File: src/rtl/bcd_counter_n_if.sv
// Control/status bundle for bcd_counter_n. The seg field exists only when
// BCD_COUNTER_SEG7_EN is defined.
interface bcd_counter_n_if #(
  parameter int unsigned DIGITS = 5
);
  logic                  start;
  logic                  stop;
  logic                  clear;
  logic                  up_dn;
  logic                  load;
  logic [4*DIGITS-1:0]   load_val;
  logic [4*DIGITS-1:0]   bcd;
  logic                  running;
  logic                  tick;
  logic                  tc;
`ifdef BCD_COUNTER_SEG7_EN
  logic [7*DIGITS-1:0]   seg;

  modport master (
    output start, stop, clear, up_dn, load, load_val,
    input  bcd, running, tick, tc, seg
  );
  modport slave (
    input  start, stop, clear, up_dn, load, load_val,
    output bcd, running, tick, tc, seg
  );
`else
  modport master (
    output start, stop, clear, up_dn, load, load_val,
    input  bcd, running, tick, tc
  );
  modport slave (
    input  start, stop, clear, up_dn, load, load_val,
    output bcd, running, tick, tc
  );
`endif
endinterface

File: src/rtl/bcd_counter_n.sv
// N-digit BCD up/down counter with tick prescaler and run/pause/idle control.
// Define BCD_COUNTER_SEG7_EN to add a registered active-low 7-segment output.
module bcd_counter_n #(
  parameter int unsigned DIGITS   = 5,
  parameter int unsigned DIV      = 50000,
  parameter int unsigned SATURATE = 0
) (
  input logic             CLOCK_50,
  input logic             reset,
  bcd_counter_n_if.slave  bus
);
  localparam int unsigned W  = 4 * DIGITS;
  localparam int unsigned PW = $clog2(DIV);

  typedef enum logic [1:0] {StIdle, StRun, StPaused} state_e;

  state_e          state_q;
  logic [PW-1:0]   pre_q;
  logic [W-1:0]    bcd_q;
  logic            tc_q;

  logic            tick;
  logic [W-1:0]    step_val;
  logic [W-1:0]    load_clamped;
  logic            at_term;

  assign tick = (state_q == StRun) && (pre_q == PW'(DIV - 1));

  // Ripple one decimal step; a carry/borrow out of the top digit marks the terminal value.
  always_comb begin
    logic [3:0] digit;
    logic       carry;
    step_val = bcd_q;
    carry    = 1'b1;
    digit    = '0;
    for (int i = 0; i < int'(DIGITS); i++) begin
      digit = bcd_q[4*i +: 4];
      if (carry) begin
        if (bus.up_dn) begin
          if (digit >= 4'd9) begin
            step_val[4*i +: 4] = 4'd0;
          end else begin
            step_val[4*i +: 4] = digit + 4'd1;
            carry              = 1'b0;
          end
        end else begin
          if (digit == 4'd0) begin
            step_val[4*i +: 4] = 4'd9;
          end else begin
            step_val[4*i +: 4] = digit - 4'd1;
            carry              = 1'b0;
          end
        end
      end
    end
    at_term = carry;
  end

  always_comb begin
    load_clamped = '0;
    for (int i = 0; i < int'(DIGITS); i++) begin
      load_clamped[4*i +: 4] = (bus.load_val[4*i +: 4] > 4'd9) ? 4'd9 : bus.load_val[4*i +: 4];
    end
  end

  always_ff @(posedge CLOCK_50 or posedge reset) begin
    if (reset) begin
      state_q <= StIdle;
      pre_q   <= '0;
      bcd_q   <= '0;
      tc_q    <= 1'b0;
    end else begin
      tc_q <= 1'b0;
      if (bus.clear) begin
        state_q <= StIdle;
        pre_q   <= '0;
        bcd_q   <= '0;
      end else if (state_q == StRun) begin
        pre_q <= tick ? '0 : pre_q + 1'b1;
        if (bus.stop) begin
          state_q <= StPaused;
        end else if (tick) begin
          tc_q <= at_term;
          if (at_term && (SATURATE != 0)) begin
            state_q <= StPaused;
          end else begin
            bcd_q <= step_val;
          end
        end
      end else if (!bus.stop) begin
        // Leaving PAUSED keeps the prescaler phase; leaving IDLE restarts it.
        if (bus.start) begin
          state_q <= StRun;
          if (state_q == StIdle) begin
            pre_q <= '0;
          end
        end else if (bus.load) begin
          bcd_q <= load_clamped;
        end
      end
    end
  end

  assign bus.bcd     = bcd_q;
  assign bus.running = (state_q == StRun);
  assign bus.tick    = tick;
  assign bus.tc      = tc_q;

`ifdef BCD_COUNTER_SEG7_EN
  function automatic logic [6:0] seg_of(logic [3:0] d);
    case (d)
      4'h0:    seg_of = 7'b1000000;
      4'h1:    seg_of = 7'b1111001;
      4'h2:    seg_of = 7'b0100100;
      4'h3:    seg_of = 7'b0110000;
      4'h4:    seg_of = 7'b0011001;
      4'h5:    seg_of = 7'b0010010;
      4'h6:    seg_of = 7'b0000010;
      4'h7:    seg_of = 7'b1111000;
      4'h8:    seg_of = 7'b0000000;
      4'h9:    seg_of = 7'b0010000;
      4'hA:    seg_of = 7'b0001000;
      4'hB:    seg_of = 7'b0000011;
      4'hC:    seg_of = 7'b1000110;
      4'hD:    seg_of = 7'b0100001;
      4'hE:    seg_of = 7'b0000110;
      default: seg_of = 7'b0001110;
    endcase
  endfunction

  logic [7*DIGITS-1:0] seg_q;

  always_ff @(posedge CLOCK_50 or posedge reset) begin
    if (reset) begin
      seg_q <= '1;
    end else begin
      for (int i = 0; i < int'(DIGITS); i++) begin
        seg_q[7*i +: 7] <= seg_of(bcd_q[4*i +: 4]);
      end
    end
  end

  assign bus.seg = seg_q;
`endif
endmodule

File: src/flat_wrapper.sv
// flat-port wrapper written by rule: the top's interface ports become plain ports
module bcd_counter_n_flat 
#(
  parameter int unsigned DIGITS   = 5,
  parameter int unsigned DIV      = 50000,
  parameter int unsigned SATURATE = 0
)
  (CLOCK_50, reset, bus_start, bus_stop, bus_clear, bus_up_dn, bus_load, bus_load_val, bus_bcd, bus_running, bus_tick, bus_tc);
  bcd_counter_n_if #(.DIGITS(DIGITS)) bus_i ();
  input logic CLOCK_50;
  input logic reset;
  input wire logic [$bits(bus_i.start)-1:0] bus_start;
  input wire logic [$bits(bus_i.stop)-1:0] bus_stop;
  input wire logic [$bits(bus_i.clear)-1:0] bus_clear;
  input wire logic [$bits(bus_i.up_dn)-1:0] bus_up_dn;
  input wire logic [$bits(bus_i.load)-1:0] bus_load;
  input wire logic [$bits(bus_i.load_val)-1:0] bus_load_val;
  output wire logic [$bits(bus_i.bcd)-1:0] bus_bcd;
  output wire logic [$bits(bus_i.running)-1:0] bus_running;
  output wire logic [$bits(bus_i.tick)-1:0] bus_tick;
  output wire logic [$bits(bus_i.tc)-1:0] bus_tc;
  assign bus_i.start = bus_start;
  assign bus_i.stop = bus_stop;
  assign bus_i.clear = bus_clear;
  assign bus_i.up_dn = bus_up_dn;
  assign bus_i.load = bus_load;
  assign bus_i.load_val = bus_load_val;
  assign bus_bcd = bus_i.bcd;
  assign bus_running = bus_i.running;
  assign bus_tick = bus_i.tick;
  assign bus_tc = bus_i.tc;
  bcd_counter_n #(.DIGITS(DIGITS), .DIV(DIV), .SATURATE(SATURATE)) u_core (.CLOCK_50(CLOCK_50), .reset(reset), .bus(bus_i));
endmodule
File: config.mk
export PLATFORM = sky130hd
export DESIGN_NAME = bcd_counter_n_flat
export DESIGN_NICKNAME = d
export VERILOG_FILES = /design/src/rtl/bcd_counter_n_if.sv /design/src/rtl/bcd_counter_n.sv /design/src/flat_wrapper.sv
export SDC_FILE = /design/constraint.sdc
export NUM_CORES = 1
export LEC_CHECK = 0
export BUFFER_PORTS_ARGS = -buffer_cell sky130_fd_sc_hd__buf_2
export CORE_MARGIN = 3
export CORE_UTILIZATION = 40
export CTS_CLUSTER_SIZE = 40
export DETAILED_ROUTE_END_ITERATION = 8
export PLACE_DENSITY = 0.67
export SYNTH_ARGS = -nofsm -noshare
export SYNTH_HDL_FRONTEND = slang
export SYNTH_SLANG_ARGS = --single-unit
File: constraint.sdc
create_clock -name CLOCK_50 -period 3 [get_ports CLOCK_50]
set_clock_uncertainty 0.2 [all_clocks]
set_input_delay 0.45 -clock CLOCK_50 [delete_from_list [all_inputs] [get_ports CLOCK_50]]
set_output_delay 0.45 -clock CLOCK_50 [all_outputs]
set_load 0.01 [all_outputs]
---- Word level (Yosys, flattened, before mapping) ----
Cells that the tools add are included.
storage, ports and cells
  output and inout port bits .............. 23
  logic and storage cells ................. 123
  register bits after elaboration ......... 39
cells by class
  $add $sub $neg .......................... 11
  order comparisons ....................... 10
  mux-type cells .......................... 65
  equality and inequality tests ........... 11
  reduce and logical (&&, ||, !) cells .... 18
operators by type and width
  operator               count
  $mux 20                7
  $mux 16                6
  $mux 4                 24
  $mux 1                 23
  $add 4x1->4 const B    5
  $ge 4x4->1 const B     5
  $gt 4x4->1 const B     5
  $logic_not 4->1        5
  $reduce_and 5->1       4
  $sub 4x1->4 const B    5
  $add 16x1->16 const B  1
  $eq 16x16->1 const B   1
  $ne 3x2->1 const B     5
  $reduce_bool 3->1      4
  $mux 2                 5
  $ne 3x1->1 const B     2
  $reduce_and 3->1       2
  $reduce_and 4->1       1
  $ne 3x3->1 const B     1
  $eq 2x1->1 const B     1
  $logic_not 2->1        1
  $ne 2x1->1 const B     1
  $logic_and 1x1->1      1

---- Logic depth before layout (Yosys ltp) ----
  depth in word-level cells ............... 11
  mapped depth ............................ 7
  gate-level depth less buffers ........... 7

---- Least setup slack after synthesis ----
OpenSTA, ideal clock, no wires.
  path type ............................... reg-to-reg
  start point ............................. reg u_core.bcd_q[4], in the netlist u_core.bus.bcd[4]
  end point ............................... reg u_core.bcd_q[16], in the netlist u_core.bus.bcd[16]
  stages on the path, launching flop included .. 8
  path buffers ............................ 0
  setup slack ............................. 0.474 ns
  data required time ...................... 2.675 ns
  setup time .............................. 0.125 ns
  arrival ................................. 2.201 ns
  cell sequence ........................... dfrtp_1 inv_1 ha_1 or3b_2 o22ai_1 nand4_1 a21oi_2 mux2_2
on the way
  longest elaborated chain between the ends .. 8
  elaborated cells between the ends (all ways) .. 10
  those cells by class .................... order compare: 1; eq/ne: 1; mux: 6; reduce/logical: 2
RTL lines
  what                                           RTL line                                  source
  from (decl)                                    bcd_counter_n.sv:19                       logic [W-1:0] bcd_q;
  from (signal assigned)                         bcd_counter_n.sv:87                       bcd_q <= step_val;
  from (signal assigned)                         bcd_counter_n.sv:98                       bcd_q <= load_clamped;
  $ge 4x4->1 or $logic_not 4->1 (tied branches)  bcd_counter_n.sv:40, bcd_counter_n.sv:47
  $mux 1 (on tied branches)                      bcd_counter_n.sv:40, bcd_counter_n.sv:47
  $mux 1 *                                       bcd_counter_n.sv:39                       if (bus.up_dn) begin
  $mux 1 * (3 in a row)                          bcd_counter_n.sv:38                       if (carry) begin
  $ne 3x2->1 (no source line) *                  n/a
  $reduce_and 5->1 (no source line) *            n/a
Every way passes the cells marked *; elsewhere a longest branch is shown, timed or not.
A chain may end at the register's enable or synchronous reset.

---- Final worst setup path ----
  start point ............................. reg u_core.bcd_q[8], in the netlist u_core.bus.bcd[8]
  end point ............................... reg u_core.bcd_q[18], in the netlist u_core.bus.bcd[18]
on the way
  longest elaborated chain between the ends .. 7
  elaborated cells between the ends (all ways) .. 9
  those cells by class .................... order compare: 1; eq/ne: 1; mux: 5; reduce/logical: 2
RTL lines
  what                                           RTL line
  $ge 4x4->1 or $logic_not 4->1 (tied branches)  bcd_counter_n.sv:40, bcd_counter_n.sv:47
  $mux 1 (on tied branches)                      bcd_counter_n.sv:40, bcd_counter_n.sv:47
  $mux 1 *                                       bcd_counter_n.sv:39
  $mux 1 * (2 in a row)                          bcd_counter_n.sv:38
  $ne 3x2->1 (no source line) *                  n/a
  $reduce_and 5->1 (no source line) *            n/a
Marked as above.

==> flow_metrics.py <==
metrics = {
    "final_layout": {
        "num-nets-final": 458,
        "n_antenna_cell": 0,
        "final_common_cell": "buf_2",
        "final_cell_mix": "49 x buf_2, 39 x dfrtp_1, 35 x o21ai_0",
        "fin_area_sq_um": 3570,
        "n_fill_cell": 748,
        "drive_above_1_share_pct": 22.2,
        "regArea_sq_um": 976,
        "area_delta_synth_final_pct": 13.5,
        "multi_input_area_sq_um": 2000,
    },
    "routing": {
        "drc_errors": 0,
        "wire_per_inst_um": 15.3,
        "first_pass_iters": 4,
        "avgViaCountPerCell": 5.75,
        "wirelength_um": 7860,
        "drt_iter0_drc": 227,
        "ant_nets": 0,
        "via_count": 2954,
    },
    "critical_path": {
        "rrSetupSlack_ns": 0.25,
        "r2r-start": "u_core.bus.bcd[8]",
        "cpMaxStageDelayCell": "or3b_2",
        "endpoint": "u_core.bus.bcd[18]",
        "path_max_fanout": 10,
        "path_class": "register to register",
        "rr_endpoint": "u_core.bus.bcd[18]",
        "startpoint": "u_core.bus.bcd[8]",
        "cp.depth": 7,
        "startpoint_type": "register",
        "path_cells": "inv_1 -> ha_1 -> or3b_2 -> o22ai_1 -> nand4_1 -> a21oi_2 -> mux2_2",
        "reg2regPathDepth": 7,
        "crit_buf_inv": 1,
        "crit_family": "simple AND/OR/NAND/NOR gates",
        "cpPeakStageDelay_ns": 0.49,
        "crit_arrival_ns": 2.74,
        "endpoint_kind": "register",
        "required_ns": 2.98,
    },
    "placement": {
        "dpl_worst_slack_ns": 0.288,
        "placed_area_sq_um": 3490,
        "place_hpwl_um": 5760,
        "io_buffers": 49,
        "gp_congestion": 0.889,
    },
    "grt": {
        "grt_overflow": 0,
        "grt_pass1_wl_um": 13400,
        "grt_pass1_vias": 2669,
        "grt_max_degree": 40,
        "track_usage_pct": 18.7,
        "antenna_found_initial": 0,
    },
    "logic_synthesis": {
        "yosysWarnings": 0,
        "avgSynthCellArea_sq_um": 8.49,
        "syn-cell-area_sq_um": 3150,
        "yosys.area.top_type_share_pct": 31.0,
        "ys_seq_area_share_pct": 31.0,
        "synth_area_leader_cell": "dfrtp_1",
        "syn-num-nets": 415,
        "synth_edf_count": 0,
        "synth_seq_cells": 39,
        "synth_area_leaders": "dfrtp_1 31%, ha_1 6.8%, o21ai_0 5.6%",
        "syn_inst": 371,
        "ys.flop_type": "dfrtp_1",
        "synth_cell_types": 59,
        "async_reset_ff_share_pct": 100,
    },
    "cts": {
        "cts_buffers": 5,
        "clk_latency_ns": 0.29,
        "clk_pin_slew_ns": 0.08,
        "ctsHoldBuffers": 0,
        "htreeDepth": 2,
        "postCtsSetupBuffers": 0,
        "cts_tree": "yes",
        "cts_sinks": 39,
        "cts_buffer_depth": 2,
        "ctsResizeCount": 0,
        "ctsRootBufferMaster": "clkbuf_8",
    },
    "floorplanning": {
        "core_sq_um": 7450,
        "die_x_um": 94.7,
        "num_rows": 31,
        "pin_count": 50,
        "die_h_um": 94.7,
        "fp.dieArea_sq_um": 8970,
        "start_util_pct": 42.3,
    },
    "job": {
        "maxCapViolCount": 0,
    },
    "timing": {
        "hold_violations": 0,
        "grt_setup_unrepaired": "no",
        "maxSlewViolCount": 0,
        "timing.final.crit_share_pct": 91.7,
        "fmax_mhz": 363,
        "setup-violations-final": 0,
        "worstMarginPinSlew_ns": 0.834,
        "final.setup.tns_ns": 0,
        "period_minus_slack_ns": 2.75,
        "setup_ws_ns": 0.248,
        "relSlewSlack_pct": 44.2,
        "whs_ns": 0.0568,
    },
    "status": {
        "outcome": "finished clean",
    },
    "power": {
        "pwr_density_cell_nw_per_um2": 426,
        "total_leakage_power_nw": 1.55,
        "vdd_drop_max_v": 0.000234,
        "total_power_mw": 1.52,
    },
    "hold_path": {
        "worstHoldPathType": "input port to asynchronous set/reset pin",
    },
}
==> kinds of logic after synthesis <==
kind of cell / Yosys count / share of synthesized area, %
compound gates: 118 / 24.6
xor+xnor: 13 / 3.62
fa+ha+maj: 17 / 6.75
buf+inv: 45 / 5.56
flops: 39 / 31.0
mux: 17 / 6.36
simple gates: 122 / 22.2
==> synthesized netlist by cell type, types with 3 or more instances <==
cell and count:
nand2b_1 3, o21bai_1 5, a22o_1 3, clkbuf_1 17, a31oi_1 3, nand4_1 4, nor3b_1 8, dfrtp_1 39
o211ai_1 8, mux2_2 13, a21oi_1 28, xor2_1 10, ha_1 17, or3b_2 8, nor3_1 13, nor2_1 25
nand2_1 28, and3_1 4, o21ai_0 35, a32oi_1 4, xnor2_1 3, o31ai_1 6, o21a_1 4, inv_1 24
nand3_1 4, o22ai_1 3, or3_1 3, or4_1 4
==> state kept, by name (all words and copies together), names as in the netlist <==
register	flops
u_core.pre_q	16
u_core.bus.bcd	20
u_core.state_q	2
u_core.bus.tc	1
==> worst min-delay path by stage <==
| stage | slack, ns | end | depth (start not counted) |
|---|---|---|---|
| 6_report | 0.06 | u_core.bus.bcd[0] | 3 |
| 2_1_floorplan | 0.28 | u_core.pre_q[2] | 1 |
| 4_1_cts | 0.09 | u_core.bus.bcd[13] | 3 |
| 3_5_place_dp | 0.31 | u_core.pre_q[1] | 1 |
| 3_3_place_gp | 0.31 | u_core.pre_q[2] | 1 |
| 5_1_grt | 0.12 | u_core.bus.bcd[12] | 3 |
==> cell type report <==
class,count,share of cell area (%)
repair buffers,57,8.54
clock inverters,1,0.140
inverters,24,2.52
well taps,99,3.47
multi-input cells,287,55.9
flip-flops and latches,39,27.3
clock buffers,7,2.14
==> power breakdown <==
group	internal, mW	total, mW	switching [mW]
Sequential	0.564	0.654	0.0907
Clock	0.163	0.347	0.183
Combinational	0.242	0.522	0.279
==> per-stage QoR <==
step	instances	utilization [%]
finish	514	48.0
global route	514	48.0
CTS	514	48.0
detailed placement	506	46.9
global placement	506	46.9
floorplan	371	-
==> layer usage <==
| layer | GRT usage (%) | vias to the layer above | routed length, um |
|---|---|---|---|
| met2 | 26.2 | 89 | 3470 |
| met5 | 0 | - | 0 |
| met1 | 28.3 | 1397 | 3820 |
| met4 | 6.13 | 0 | 127 |
| li1 | - | 1457 | - |
| met3 | 3.67 | 11 | 447 |
==> worst min-delay path: cells and delay by family <==
| kind | cells | cell delay, ns |
|---|---|---|
| buf+inv | 3 | 0.54 |
Note: power is estimated with default switching activity, not from simulation.
